<file path="src/rtl/pong_pkg.sv">
// Shared types and constants for the Pong engine: FSM states, direction
// encodings and the joystick centre value.
package pong_pkg;

    typedef enum logic [1:0] {
        IDLE      = 2'd0,
        SERVE     = 2'd1,
        PLAY      = 2'd2,
        GAME_OVER = 2'd3
    } state_t;

    typedef logic dir_t;

    localparam dir_t LEFT  = 1'b0;
    localparam dir_t RIGHT = 1'b1;
    localparam dir_t UP    = 1'b0;
    localparam dir_t DOWN  = 1'b1;

    localparam logic [7:0] JOY_CENTRE = 8'd128;

endpackage

</file>
<file path="src/rtl/pong_paddle_mover.sv">
// Paddle motion: converts a joystick reading into a step and produces the
// clamped next paddle top y for the current frame.
module pong_paddle_mover
    import pong_pkg::*;
#(
    parameter int POS_W       = 11,
    parameter int V_RES       = 480,
    parameter int PADDLE_H    = 100,
    parameter int SPEED_SHIFT = 5
) (
    input  logic [7:0]       joy,
    input  logic [POS_W-1:0] y,
    input  logic             frame_tick,
    output logic [POS_W-1:0] y_next
);

    localparam logic [POS_W-1:0] Y_MAX = POS_W'(V_RES - PADDLE_H);

    logic [7:0]       mag_s;
    logic [POS_W-1:0] step_s;
    logic [POS_W:0]   down_sum_s;

    // Step size and clamped next position; the paddle holds between ticks
    always_comb begin
        mag_s      = 8'd0;
        step_s     = {POS_W{1'b0}};
        down_sum_s = {(POS_W+1){1'b0}};
        y_next     = y;
        if (joy >= JOY_CENTRE) begin
            mag_s = joy - JOY_CENTRE;
        end else begin
            mag_s = JOY_CENTRE - joy;
        end
        step_s     = POS_W'(mag_s >> SPEED_SHIFT);
        down_sum_s = {1'b0, y} + {1'b0, step_s};
        if (!frame_tick) begin
            y_next = y;
        end else if (joy >= JOY_CENTRE) begin
            if (y < step_s) begin
                y_next = {POS_W{1'b0}};
            end else begin
                y_next = y - step_s;
            end
        end else begin
            if (down_sum_s > {1'b0, Y_MAX}) begin
                y_next = Y_MAX;
            end else begin
                y_next = down_sum_s[POS_W-1:0];
            end
        end
    end

endmodule

</file>
<file path="src/rtl/pong_engine_param.sv">
// Parametrised Pong game engine advancing physics once per frame_tick.
// Optional build macro PONG_BALL_SPEEDUP_EN: each paddle hit speeds the ball up to MAX_VX.
module pong_engine_param
    import pong_pkg::*;
#(
    parameter int H_RES       = 640,
    parameter int V_RES       = 480,
    parameter int POS_W       = 11,
    parameter int PADDLE_H    = 100,
    parameter int PADDLE_W    = 5,
    parameter int BALL_SIZE   = 10,
    parameter int BALL_VX0    = 6,
    parameter int BALL_VY0    = 3,
    parameter int MAX_VX      = 15,
    parameter int SPEED_SHIFT = 5,
    parameter int SCORE_W     = 8,
    parameter int WIN_SCORE   = 7
) (
    input  logic               clk,
    input  logic               rst,
    input  logic               frame_tick,
    input  logic               start,
    input  logic [7:0]         joy_y1,
    input  logic [7:0]         joy_y2,
    output logic [POS_W-1:0]   ball_x,
    output logic [POS_W-1:0]   ball_y,
    output logic [POS_W-1:0]   p1_y,
    output logic [POS_W-1:0]   p2_y,
    output logic [SCORE_W-1:0] p1_score,
    output logic [SCORE_W-1:0] p2_score,
    output logic [1:0]         state_out,
    output logic               winner,
    output logic               hit_pulse,
    output logic               point_pulse
);

    localparam int EW = POS_W + 1;

    localparam logic [POS_W-1:0] CX          = POS_W'(H_RES / 2 - BALL_SIZE / 2);
    localparam logic [POS_W-1:0] CY          = POS_W'(V_RES / 2 - BALL_SIZE / 2);
    localparam logic [POS_W-1:0] PY0         = POS_W'((V_RES - PADDLE_H) / 2);
    localparam logic [POS_W-1:0] VX0         = POS_W'(BALL_VX0);
    localparam logic [POS_W-1:0] VY          = POS_W'(BALL_VY0);
    localparam logic [POS_W-1:0] VX_MAX      = POS_W'(MAX_VX);
    localparam logic [POS_W-1:0] LEFT_HIT_X  = POS_W'(PADDLE_W);
    localparam logic [POS_W-1:0] RIGHT_HIT_X = POS_W'(H_RES - PADDLE_W - BALL_SIZE);
    localparam logic [POS_W-1:0] BOTTOM_Y    = POS_W'(V_RES - BALL_SIZE);
    localparam logic [EW-1:0]    RIGHT_EDGE_E = EW'(H_RES - PADDLE_W);
    localparam logic [EW-1:0]    V_RES_E     = EW'(V_RES);
    localparam logic [EW-1:0]    BALL_E      = EW'(BALL_SIZE);
    localparam logic [EW-1:0]    PH_E        = EW'(PADDLE_H);
    localparam logic [SCORE_W-1:0] WIN       = SCORE_W'(WIN_SCORE);
    localparam logic [SCORE_W-1:0] SCORE_MAX = {SCORE_W{1'b1}};
`ifdef PONG_BALL_SPEEDUP_EN
    localparam logic [POS_W-1:0] VX_INC      = POS_W'(1);
`else
    localparam logic [POS_W-1:0] VX_INC      = POS_W'(0);
`endif

    state_t             state_r, state_n_s;
    logic [POS_W-1:0]   ball_x_r, ball_y_r, p1_y_r, p2_y_r, vx_r;
    logic [POS_W-1:0]   bx_n_s, by_n_s, p1_n_s, p2_n_s, vx_n_s;
    logic [SCORE_W-1:0] s1_r, s2_r, s1_n_s, s2_n_s;
    dir_t               xdir_r, ydir_r, sdir_r, xdir_n_s, ydir_n_s, sdir_n_s;
    logic               winner_r, win_n_s, hit_r, hit_n_s, pt_r, pt_n_s;
    logic               start_q_r, start_evt_r, pending_r, pending_s, pending_n_s;
    logic [POS_W-1:0]   p1_mv_s, p2_mv_s, vx_hit_s;
    logic [EW-1:0]      vx_sum_s;
    logic [SCORE_W-1:0] s1_inc_s, s2_inc_s;
    logic               left_trig_s, right_trig_s, p1_ovl_s, p2_ovl_s, bottom_s, top_s;

    pong_paddle_mover #(
        .POS_W(POS_W), .V_RES(V_RES), .PADDLE_H(PADDLE_H), .SPEED_SHIFT(SPEED_SHIFT)
    ) u_mover_p1 (
        .joy(joy_y1), .y(p1_y_r), .frame_tick(frame_tick), .y_next(p1_mv_s)
    );

    pong_paddle_mover #(
        .POS_W(POS_W), .V_RES(V_RES), .PADDLE_H(PADDLE_H), .SPEED_SHIFT(SPEED_SHIFT)
    ) u_mover_p2 (
        .joy(joy_y2), .y(p2_y_r), .frame_tick(frame_tick), .y_next(p2_mv_s)
    );

    // Collision tests are done one bit wider so edge sums cannot wrap
    assign pending_s    = pending_r | start_evt_r;
    assign left_trig_s  = {1'b0, ball_x_r} < ({1'b0, LEFT_HIT_X} + {1'b0, vx_r});
    assign right_trig_s = ({1'b0, ball_x_r} + BALL_E + {1'b0, vx_r}) > RIGHT_EDGE_E;
    assign p1_ovl_s     = (({1'b0, ball_y_r} + BALL_E) > {1'b0, p1_y_r}) &&
                          ({1'b0, ball_y_r} < ({1'b0, p1_y_r} + PH_E));
    assign p2_ovl_s     = (({1'b0, ball_y_r} + BALL_E) > {1'b0, p2_y_r}) &&
                          ({1'b0, ball_y_r} < ({1'b0, p2_y_r} + PH_E));
    assign bottom_s     = ({1'b0, ball_y_r} + BALL_E + {1'b0, VY}) >= V_RES_E;
    assign top_s        = ball_y_r < VY;
    assign vx_sum_s     = {1'b0, vx_r} + {1'b0, VX_INC};
    assign vx_hit_s     = (vx_sum_s > {1'b0, VX_MAX}) ? vx_r : vx_sum_s[POS_W-1:0];
    assign s1_inc_s     = (s1_r == SCORE_MAX) ? s1_r : s1_r + SCORE_W'(1);
    assign s2_inc_s     = (s2_r == SCORE_MAX) ? s2_r : s2_r + SCORE_W'(1);

    // Next-state and next-output logic; everything advances only on frame_tick
    always_comb begin
        state_n_s   = state_r;
        bx_n_s      = ball_x_r;
        by_n_s      = ball_y_r;
        p1_n_s      = p1_y_r;
        p2_n_s      = p2_y_r;
        vx_n_s      = vx_r;
        s1_n_s      = s1_r;
        s2_n_s      = s2_r;
        win_n_s     = winner_r;
        xdir_n_s    = xdir_r;
        ydir_n_s    = ydir_r;
        sdir_n_s    = sdir_r;
        hit_n_s     = 1'b0;
        pt_n_s      = 1'b0;
        pending_n_s = pending_s;
        if (frame_tick) begin
            // A pending start is consumed or, in PLAY, discarded on every tick
            pending_n_s = 1'b0;
            case (state_r)
                IDLE: begin
                    bx_n_s = CX;
                    by_n_s = CY;
                    p1_n_s = PY0;
                    p2_n_s = PY0;
                    s1_n_s = {SCORE_W{1'b0}};
                    s2_n_s = {SCORE_W{1'b0}};
                    if (pending_s) begin
                        state_n_s = SERVE;
                    end else begin
                        state_n_s = IDLE;
                    end
                end
                SERVE: begin
                    bx_n_s   = CX;
                    by_n_s   = CY;
                    p1_n_s   = PY0;
                    p2_n_s   = PY0;
                    vx_n_s   = VX0;
                    xdir_n_s = sdir_r;
                    ydir_n_s = DOWN;
                    if (pending_s) begin
                        state_n_s = PLAY;
                    end else begin
                        state_n_s = SERVE;
                    end
                end
                PLAY: begin
                    p1_n_s = p1_mv_s;
                    p2_n_s = p2_mv_s;
                    if (ydir_r == DOWN) begin
                        if (bottom_s) begin
                            by_n_s   = BOTTOM_Y;
                            ydir_n_s = UP;
                        end else begin
                            by_n_s = ball_y_r + VY;
                        end
                    end else begin
                        if (top_s) begin
                            by_n_s   = {POS_W{1'b0}};
                            ydir_n_s = DOWN;
                        end else begin
                            by_n_s = ball_y_r - VY;
                        end
                    end
                    // On a miss the ball stays at the edge until the next serve
                    if (xdir_r == LEFT) begin
                        if (!left_trig_s) begin
                            bx_n_s = ball_x_r - vx_r;
                        end else if (p1_ovl_s) begin
                            bx_n_s   = LEFT_HIT_X;
                            xdir_n_s = RIGHT;
                            vx_n_s   = vx_hit_s;
                            hit_n_s  = 1'b1;
                        end else begin
                            s2_n_s   = s2_inc_s;
                            pt_n_s   = 1'b1;
                            sdir_n_s = LEFT;
                            if (s2_inc_s == WIN) begin
                                state_n_s = GAME_OVER;
                                win_n_s   = 1'b1;
                            end else begin
                                state_n_s = SERVE;
                            end
                        end
                    end else begin
                        if (!right_trig_s) begin
                            bx_n_s = ball_x_r + vx_r;
                        end else if (p2_ovl_s) begin
                            bx_n_s   = RIGHT_HIT_X;
                            xdir_n_s = LEFT;
                            vx_n_s   = vx_hit_s;
                            hit_n_s  = 1'b1;
                        end else begin
                            s1_n_s   = s1_inc_s;
                            pt_n_s   = 1'b1;
                            sdir_n_s = RIGHT;
                            if (s1_inc_s == WIN) begin
                                state_n_s = GAME_OVER;
                                win_n_s   = 1'b0;
                            end else begin
                                state_n_s = SERVE;
                            end
                        end
                    end
                end
                GAME_OVER: begin
                    if (pending_s) begin
                        state_n_s = IDLE;
                        bx_n_s    = CX;
                        by_n_s    = CY;
                        p1_n_s    = PY0;
                        p2_n_s    = PY0;
                        s1_n_s    = {SCORE_W{1'b0}};
                        s2_n_s    = {SCORE_W{1'b0}};
                    end else begin
                        state_n_s = GAME_OVER;
                    end
                end
                default: begin
                    state_n_s = IDLE;
                end
            endcase
        end else begin
            state_n_s = state_r;
        end
    end

    // Start-button edge detector; the level is tracked through reset so no edge leaks out of it
    always_ff @(posedge clk) begin
        if (rst) begin
            start_q_r   <= start;
            start_evt_r <= 1'b0;
            pending_r   <= 1'b0;
        end else begin
            start_q_r   <= start;
            start_evt_r <= start & ~start_q_r;
            pending_r   <= pending_n_s;
        end
    end

    // Game state, positions, scores and event pulses
    always_ff @(posedge clk) begin
        if (rst) begin
            state_r  <= IDLE;
            ball_x_r <= CX;
            ball_y_r <= CY;
            p1_y_r   <= PY0;
            p2_y_r   <= PY0;
            vx_r     <= VX0;
            s1_r     <= {SCORE_W{1'b0}};
            s2_r     <= {SCORE_W{1'b0}};
            winner_r <= 1'b0;
            xdir_r   <= LEFT;
            ydir_r   <= DOWN;
            sdir_r   <= LEFT;
            hit_r    <= 1'b0;
            pt_r     <= 1'b0;
        end else begin
            state_r  <= state_n_s;
            ball_x_r <= bx_n_s;
            ball_y_r <= by_n_s;
            p1_y_r   <= p1_n_s;
            p2_y_r   <= p2_n_s;
            vx_r     <= vx_n_s;
            s1_r     <= s1_n_s;
            s2_r     <= s2_n_s;
            winner_r <= win_n_s;
            xdir_r   <= xdir_n_s;
            ydir_r   <= ydir_n_s;
            sdir_r   <= sdir_n_s;
            hit_r    <= hit_n_s;
            pt_r     <= pt_n_s;
        end
    end

    assign ball_x      = ball_x_r;
    assign ball_y      = ball_y_r;
    assign p1_y        = p1_y_r;
    assign p2_y        = p2_y_r;
    assign p1_score    = s1_r;
    assign p2_score    = s2_r;
    assign state_out   = state_r;
    assign winner      = winner_r;
    assign hit_pulse   = hit_r;
    assign point_pulse = pt_r;

endmodule

</file>
<file path="config.mk">
export PLATFORM = sky130hd
export DESIGN_NAME = pong_engine_param
export DESIGN_NICKNAME = d
export VERILOG_FILES = /design/src/rtl/pong_pkg.sv /design/src/rtl/pong_paddle_mover.sv /design/src/rtl/pong_engine_param.sv
export SDC_FILE = /design/constraint.sdc
export NUM_CORES = 1
export LEC_CHECK = 0
export CORE_UTILIZATION = 35
export DETAILED_ROUTE_END_ITERATION = 10
export HOLD_SLACK_MARGIN = 0.03
export PLACE_DENSITY = 0.54
export SYNTH_ARGS = -nofsm -noshare
export SYNTH_HDL_FRONTEND = slang
export SYNTH_HIERARCHICAL = 1
export SYNTH_SLANG_ARGS = --single-unit
</file>
<file path="constraint.sdc">
create_clock -name clk -period 5.3 [get_ports clk]
set_clock_uncertainty 0.1 [all_clocks]
set_input_delay 1.06 -clock clk [delete_from_list [all_inputs] [get_ports clk]]
set_output_delay 1.06 -clock clk [all_outputs]
set_load 0.02 [all_outputs]
</file>
Word level (Yosys, flattened, before mapping)
Cells that the tools add are included.

word-level totals
  register bits = 71
  output and inout bits = 65
  logic and storage cells = 171

cells by class
  equality and inequality tests = 24
  reductions and logical operators = 18
  order comparisons = 14
  $add $sub $neg = 20
  multiplexer cells = 74
  bitwise logic cells = 5

operators with widths
  cell                                                       count
  two-way mux 11 bit                                         17
  case mux 11 bit (3 select lines)                           4
  two-way mux 8 bit                                          11
  case mux 8 bit (3 select lines)                            2
  two-way mux 1 bit                                          28
  adder 11 x 3 -> 12 bit                                     2
  adder 11 x 4 -> 12 bit (second input constant)             2
  adder 11 x 7 -> 12 bit (second input constant)             2
  > comparator 12 x 11 -> 1 bit                              2
  > comparator 12 x 9 -> 1 bit (second input constant)       2
  less-than comparator 11 x 12 -> 1 bit                      2
  less-than comparator 11 x 3 -> 1 bit                       2
  subtractor 11 x 3 -> 11 bit                                2
  two-way mux 2 bit                                          9
  != test 2 bit (second input constant)                      9
  AND reduction 6 bit                                        3
  adder 8 x 1 -> 8 bit (second input constant)               2
  == test 8 x 3 -> 1 bit (second input constant)             2
  == test 8 bit (second input constant)                      2
  greater-or-equal comparator 8 bit (second input constant)  2
  subtractor 8 bit (first input constant)                    2
  subtractor 8 bit (second input constant)                   2
  adder 12 x 2 -> 12 bit (second input constant)             1
  adder 12 x 3 -> 12 bit (second input constant)             1
  28 further kinds                                           42

Longest topological paths before layout
  depth in word-level cells = 8
  mapped depth = 15

By module
Netlist, hierarchy kept.

by module, submodules not included
  module                          cells each  times used  area an instance (sq um)
  pong_engine_param               739         1           5719.2
  pong_paddle_mover (u_mover_p1)  167         1           1108.6
  pong_paddle_mover (u_mover_p2)  151         1           1038.5

Least setup slack after synthesis
Ideal clock, no wire load.

  path kind = input-to-reg
  start point = input joy_y1[3]
  end point = register p1_y_r[7], in the netlist p1_y[7]
  data required time = 5071 ps
  stages on the path = 14
  setup slack = 1213 ps
  path buffers = 0
  arrival time = 3858 ps
  path through = nor3_1 nand2_1 o21ai_0 xnor2_1 inv_1 fa_1 and2b_1 nor2_1 or4_4 a22oi_4 nand2_2 a32o_1 o22ai_1 nand2_1

between the ends
  longest elaborated chain between the ends = 7

RTL lines
  what                                      RTL line                  text
  from (decl)                               pong_engine_param.sv:23   input logic [7:0] joy_y1,
  subtractor 8 bit (tied with other cells)  pong_paddle_mover.sv:32   mag_s = JOY_CENTRE - joy;
  two-way mux 8 bit                         pong_paddle_mover.sv:29   if (joy >= JOY_CENTRE) begin
  adder 11 x 3 -> 12 bit                    pong_paddle_mover.sv:35   down_sum_s = {1'b0, y} + {1'b0, step_s};
  > comparator 12 x 9 -> 1 bit              pong_paddle_mover.sv:45   if (down_sum_s > {1'b0, Y_MAX}) begin
  two-way mux 11 bit                        pong_paddle_mover.sv:45
  two-way mux 11 bit *                      pong_paddle_mover.sv:38   end else if (joy >= JOY_CENTRE) begin
  via p1_mv_s[7]                            pong_engine_param.sv:67   logic [POS_W-1:0] p1_mv_s, p2_mv_s, vx_hit_s;
  case mux 11 bit (3 select lines) *        pong_engine_param.sv:119  case (state_r)
  to (signal assigned)                      pong_engine_param.sv:262  p1_y_r <= p1_n_s;
  to (decl)                                 pong_engine_param.sv:61   logic [POS_W-1:0] ball_x_r, ball_y_r, p1_y_r, p2_y_r, vx_r;

The timed path passes the listed nets; every way through them passes the cells marked *.
A chain may end at the register's enable or synchronous reset.

Final worst setup path
Ends and elaborated chain as after synthesis.

==> metrics.yaml <==
pwr:
  leakage_nw: 3.45
  power_mw: 1.40
  worst_ir_drop_vdd_uv: 132
  cellPowerDensity_mw_per_mm2: 151
grt:
  grt_use_met2_pct: 34.8
  grt_pass1_vias: 7575
  grtUsageMet3_pct: 2.94
  grt_usage_pct: 22.4
  grt_max_degree: 56
  overflow: 0
  grt_antenna_before_repair: 0
  grt_pass1_wl_um: 42000
  met1_usage_pct: 32.4
  grt.busiest_layer: "met2"
critical_path:
  path_max_fanout: 6
  path_class: "primary input to flip-flop"
  r2r.worst_path.cells: 13
  start_kind: "primary input"
  crit_required_ps: 5390
  reg2reg_slack_ps: 970
  cp-end-kind: "flip-flop"
  r2r_start: "p1_y[6]$_SDFFE_PP0P_"
  crit_path_start: "joy_y1[3]"
  r2r-end: "ball_x[9]$_SDFFE_PP0P_"
  arrival_ps: 4510
placement:
  numPortBuffers: 84
  routabilityCongestion: 0.871
  dp_slack_ps: 566
  dpl.hpwl_um: 18400
sta:
  hold_violations: 0
  slew_headroom_pct: 28.4
  rsz0062_at_grt: "no"
  period_share_pct: 83.3
  setup_total_negative_slack_ps: 0
  timing.final.ws_setup_ps: 884
  drv_slew: 0
  tightest_slew_ps: 1070
  fmax_mhz: 226
  min_period_ps: 4420
  setup_viol: 0
route:
  drc: 2
  drt-total-wl_um: 25600
  wire_per_inst_um: 18.2
  viasPerCell: 5.88
  antenna_left: 0
  initialDrtViolationCount: 491
  detail_route.first_pass.iterations: 9
  num_vias: 8232
logic_synthesis:
  synth_top_area_share_pct: 18.1
  syn-num-nets: 1154
  yosys_most_used_dff: "dfxtp_1"
  synth_area_leader_cell: "dfxtp_1"
  syn_area_mm2: 0.00787
  yosys_warnings: 6
  syn_area_per_cell_um2: 7.44
  syn-instance-count: 1057
  ys_seq_elements: 71
  synth_cell_types: 95
  synth_edf_count: 0
  synth.area.top_cells: "dfxtp_1 18%, ha_1 12%, nand2_1 4.6%, nor2_1 4.2%, xnor2_1 4.1%"
  ys_seq_area_share_pct: 18.1
  synthArstFlopShare_pct: 0
cts:
  htree_levels: 3
  ctsLongestPathBuffers: 2
  post_cts_buffers: 0
  clockRootBuffer: "clkbuf_16"
  clock_latency_ps: 360
  clk_pin_slew_ps: 60
  cts_resized: 0
  cts_tree: "done"
  hold_buffers: 0
  clock_sinks: 71
  cts_buffers: 9
worst_hold_path:
  hold_depth: 1
  hold-path-endpoint: "start_evt_r$_SDFF_PP0_"
  hold_path.class: "flip-flop to flip-flop"
  hold_start: "start_q_r$_DFF_P_"
floorplanning:
  io_pins: 85
  die_y_um: 152
  initial_utilization_pct: 35.8
  design.core.area_mm2: 0.0220
  die-area_mm2: 0.0231
  die_w_um: 152
  rows: 54
outcome:
  violations: "DRC"
  status: "complete, but fails checks"
cells_and_area:
  multi_input_area_mm2: 0.00594
  drive_gt1_share_pct: 7.76
  final_common_cell: "nand2_1"
  layout_common_cells: "96 x nand2_1, 88 x nor2_1, 82 x clkdlybuf4s50_1"
  syn_to_final_growth_pct: 18.0
  diodes: 0
  fillerInstances: 2270
  register_area_mm2: 0.00142
  nets: 1213
flow_run:
  cap_violations: 0
==> cell usage after synthesis, drive strengths merged, types with 9 or more instances <==
| cell | number |
|---|---|
| nor4 | 20 |
| and3 | 20 |
| mux2i | 11 |
| ha | 73 |
| nor3 | 42 |
| or3 | 13 |
| xnor2 | 37 |
| dfxtp | 71 |
| a22oi | 16 |
| nor2b | 10 |
| a21oi | 67 |
| o22ai | 14 |
| nand4 | 14 |
| a311oi | 9 |
| nand2 | 100 |
| nand2b | 12 |
| a31oi | 23 |
| a211oi | 11 |
| o31ai | 9 |
| nor2 | 89 |
| and2 | 9 |
| clkbuf | 39 |
| inv | 66 |
| o21ai | 51 |
| xor2 | 13 |
| a21o | 13 |
| o211ai | 12 |
| buf | 20 |
| nand3 | 39 |
==> cell families (layout without fill, tap and decap cells) <==
kind of cell / after synthesis / in the layout / synth area share, %
fa+ha+maj: 77 / 77 / 12.6
mux: 18 / 18 / 2.40
xor+xnor: 50 / 50 / 5.57
compound gates: 318 / 318 / 29.1
simple gates: 397 / 397 / 25.8
buf+inv: 126 / 190 / 6.47
flops: 71 / 71 / 18.1
==> through the flow <==
| stage | hold slack [ps] | instances | util [%] | cell area [um2] |
|---|---|---|---|---|
| 3_3_place_gp | 287 | 1385 | 40.8 | 8960 |
| 5_1_grt | 314 | 1401 | 42.3 | 9290 |
| 4_1_cts | 299 | 1401 | 42.3 | 9290 |
| 3_5_place_dp | 277 | 1385 | 40.8 | 8960 |
| 2_1_floorplan | 272 | 1057 | - | 7870 |
| 6_report | 299 | 1401 | 42.3 | 9290 |
==> routing by layer <==
metal  part of all wire (%)  up-vias  wire length, um
met5                      0        -                0
met3                    5.3       19             1360
met1                     49     3911            12500
met4                    1.2        0              306
li1                       -     4080                -
met2                     45      222            11400
==> sequential cells by signal, summed over array words and instances (netlist names) <==
register and count:
ball_x 11, ball_y 11, p1_y 11, p2_y 11, p1_score 8, p2_score 8, state_out 2, hit_pulse 1
pending_r 1, point_pulse 1, sdir_r 1, start_evt_r 1, start_q_r 1, winner 1, xdir_r 1, ydir_r 1
==> worst max-delay path, stage by stage <==
cell and delay, ps:
clkdlybuf4s50_1 400, nor3_1 180, nand2_1 110, o21ai_0 200
xnor2_1 220, inv_1 140, fa_1 440, and2b_1 300
nor2_1 100, or4_4 540, a22oi_4 190, nand2_2 130
a32o_1 280, o22ai_1 150, nand2_1 70
==> report_power, final <==
part           switching, mW  leakage (nW)  internal (mW)  total, mW
clock network          0.271         0.153          0.416      0.687
registers            0.00280         0.573          0.535      0.538
logic                  0.106          2.72         0.0687      0.174
total                  0.380          3.45           1.02       1.40
==> cell type report <==
type	count	area share, %
Tap cell	280	3.77
Multi-Input combinational cell	860	63.9
Clock inverter	6	1.01
Timing Repair Buffer	107	10.8
Clock buffer	10	2.47
Sequential cell	71	15.3
Inverter	67	2.71
==> worst max-delay path by stage <==
| stage | endpoint | slack (ps) |
|---|---|---|
| final | p1_y[7]$_SDFFE_PP1P_ | 880 |
| after floorplan | p1_y[7]$_SDFFE_PP1P_ | 1210 |
| after global routing | p1_y[7]$_SDFFE_PP1P_ | 580 |
| after CTS | p1_y[7]$_SDFFE_PP1P_ | 900 |
| after global placement | p1_y[7]$_SDFFE_PP1P_ | 590 |
| after detailed placement | p1_y[7]$_SDFFE_PP1P_ | 570 |
Note: power is estimated with default switching activity, not from simulation.
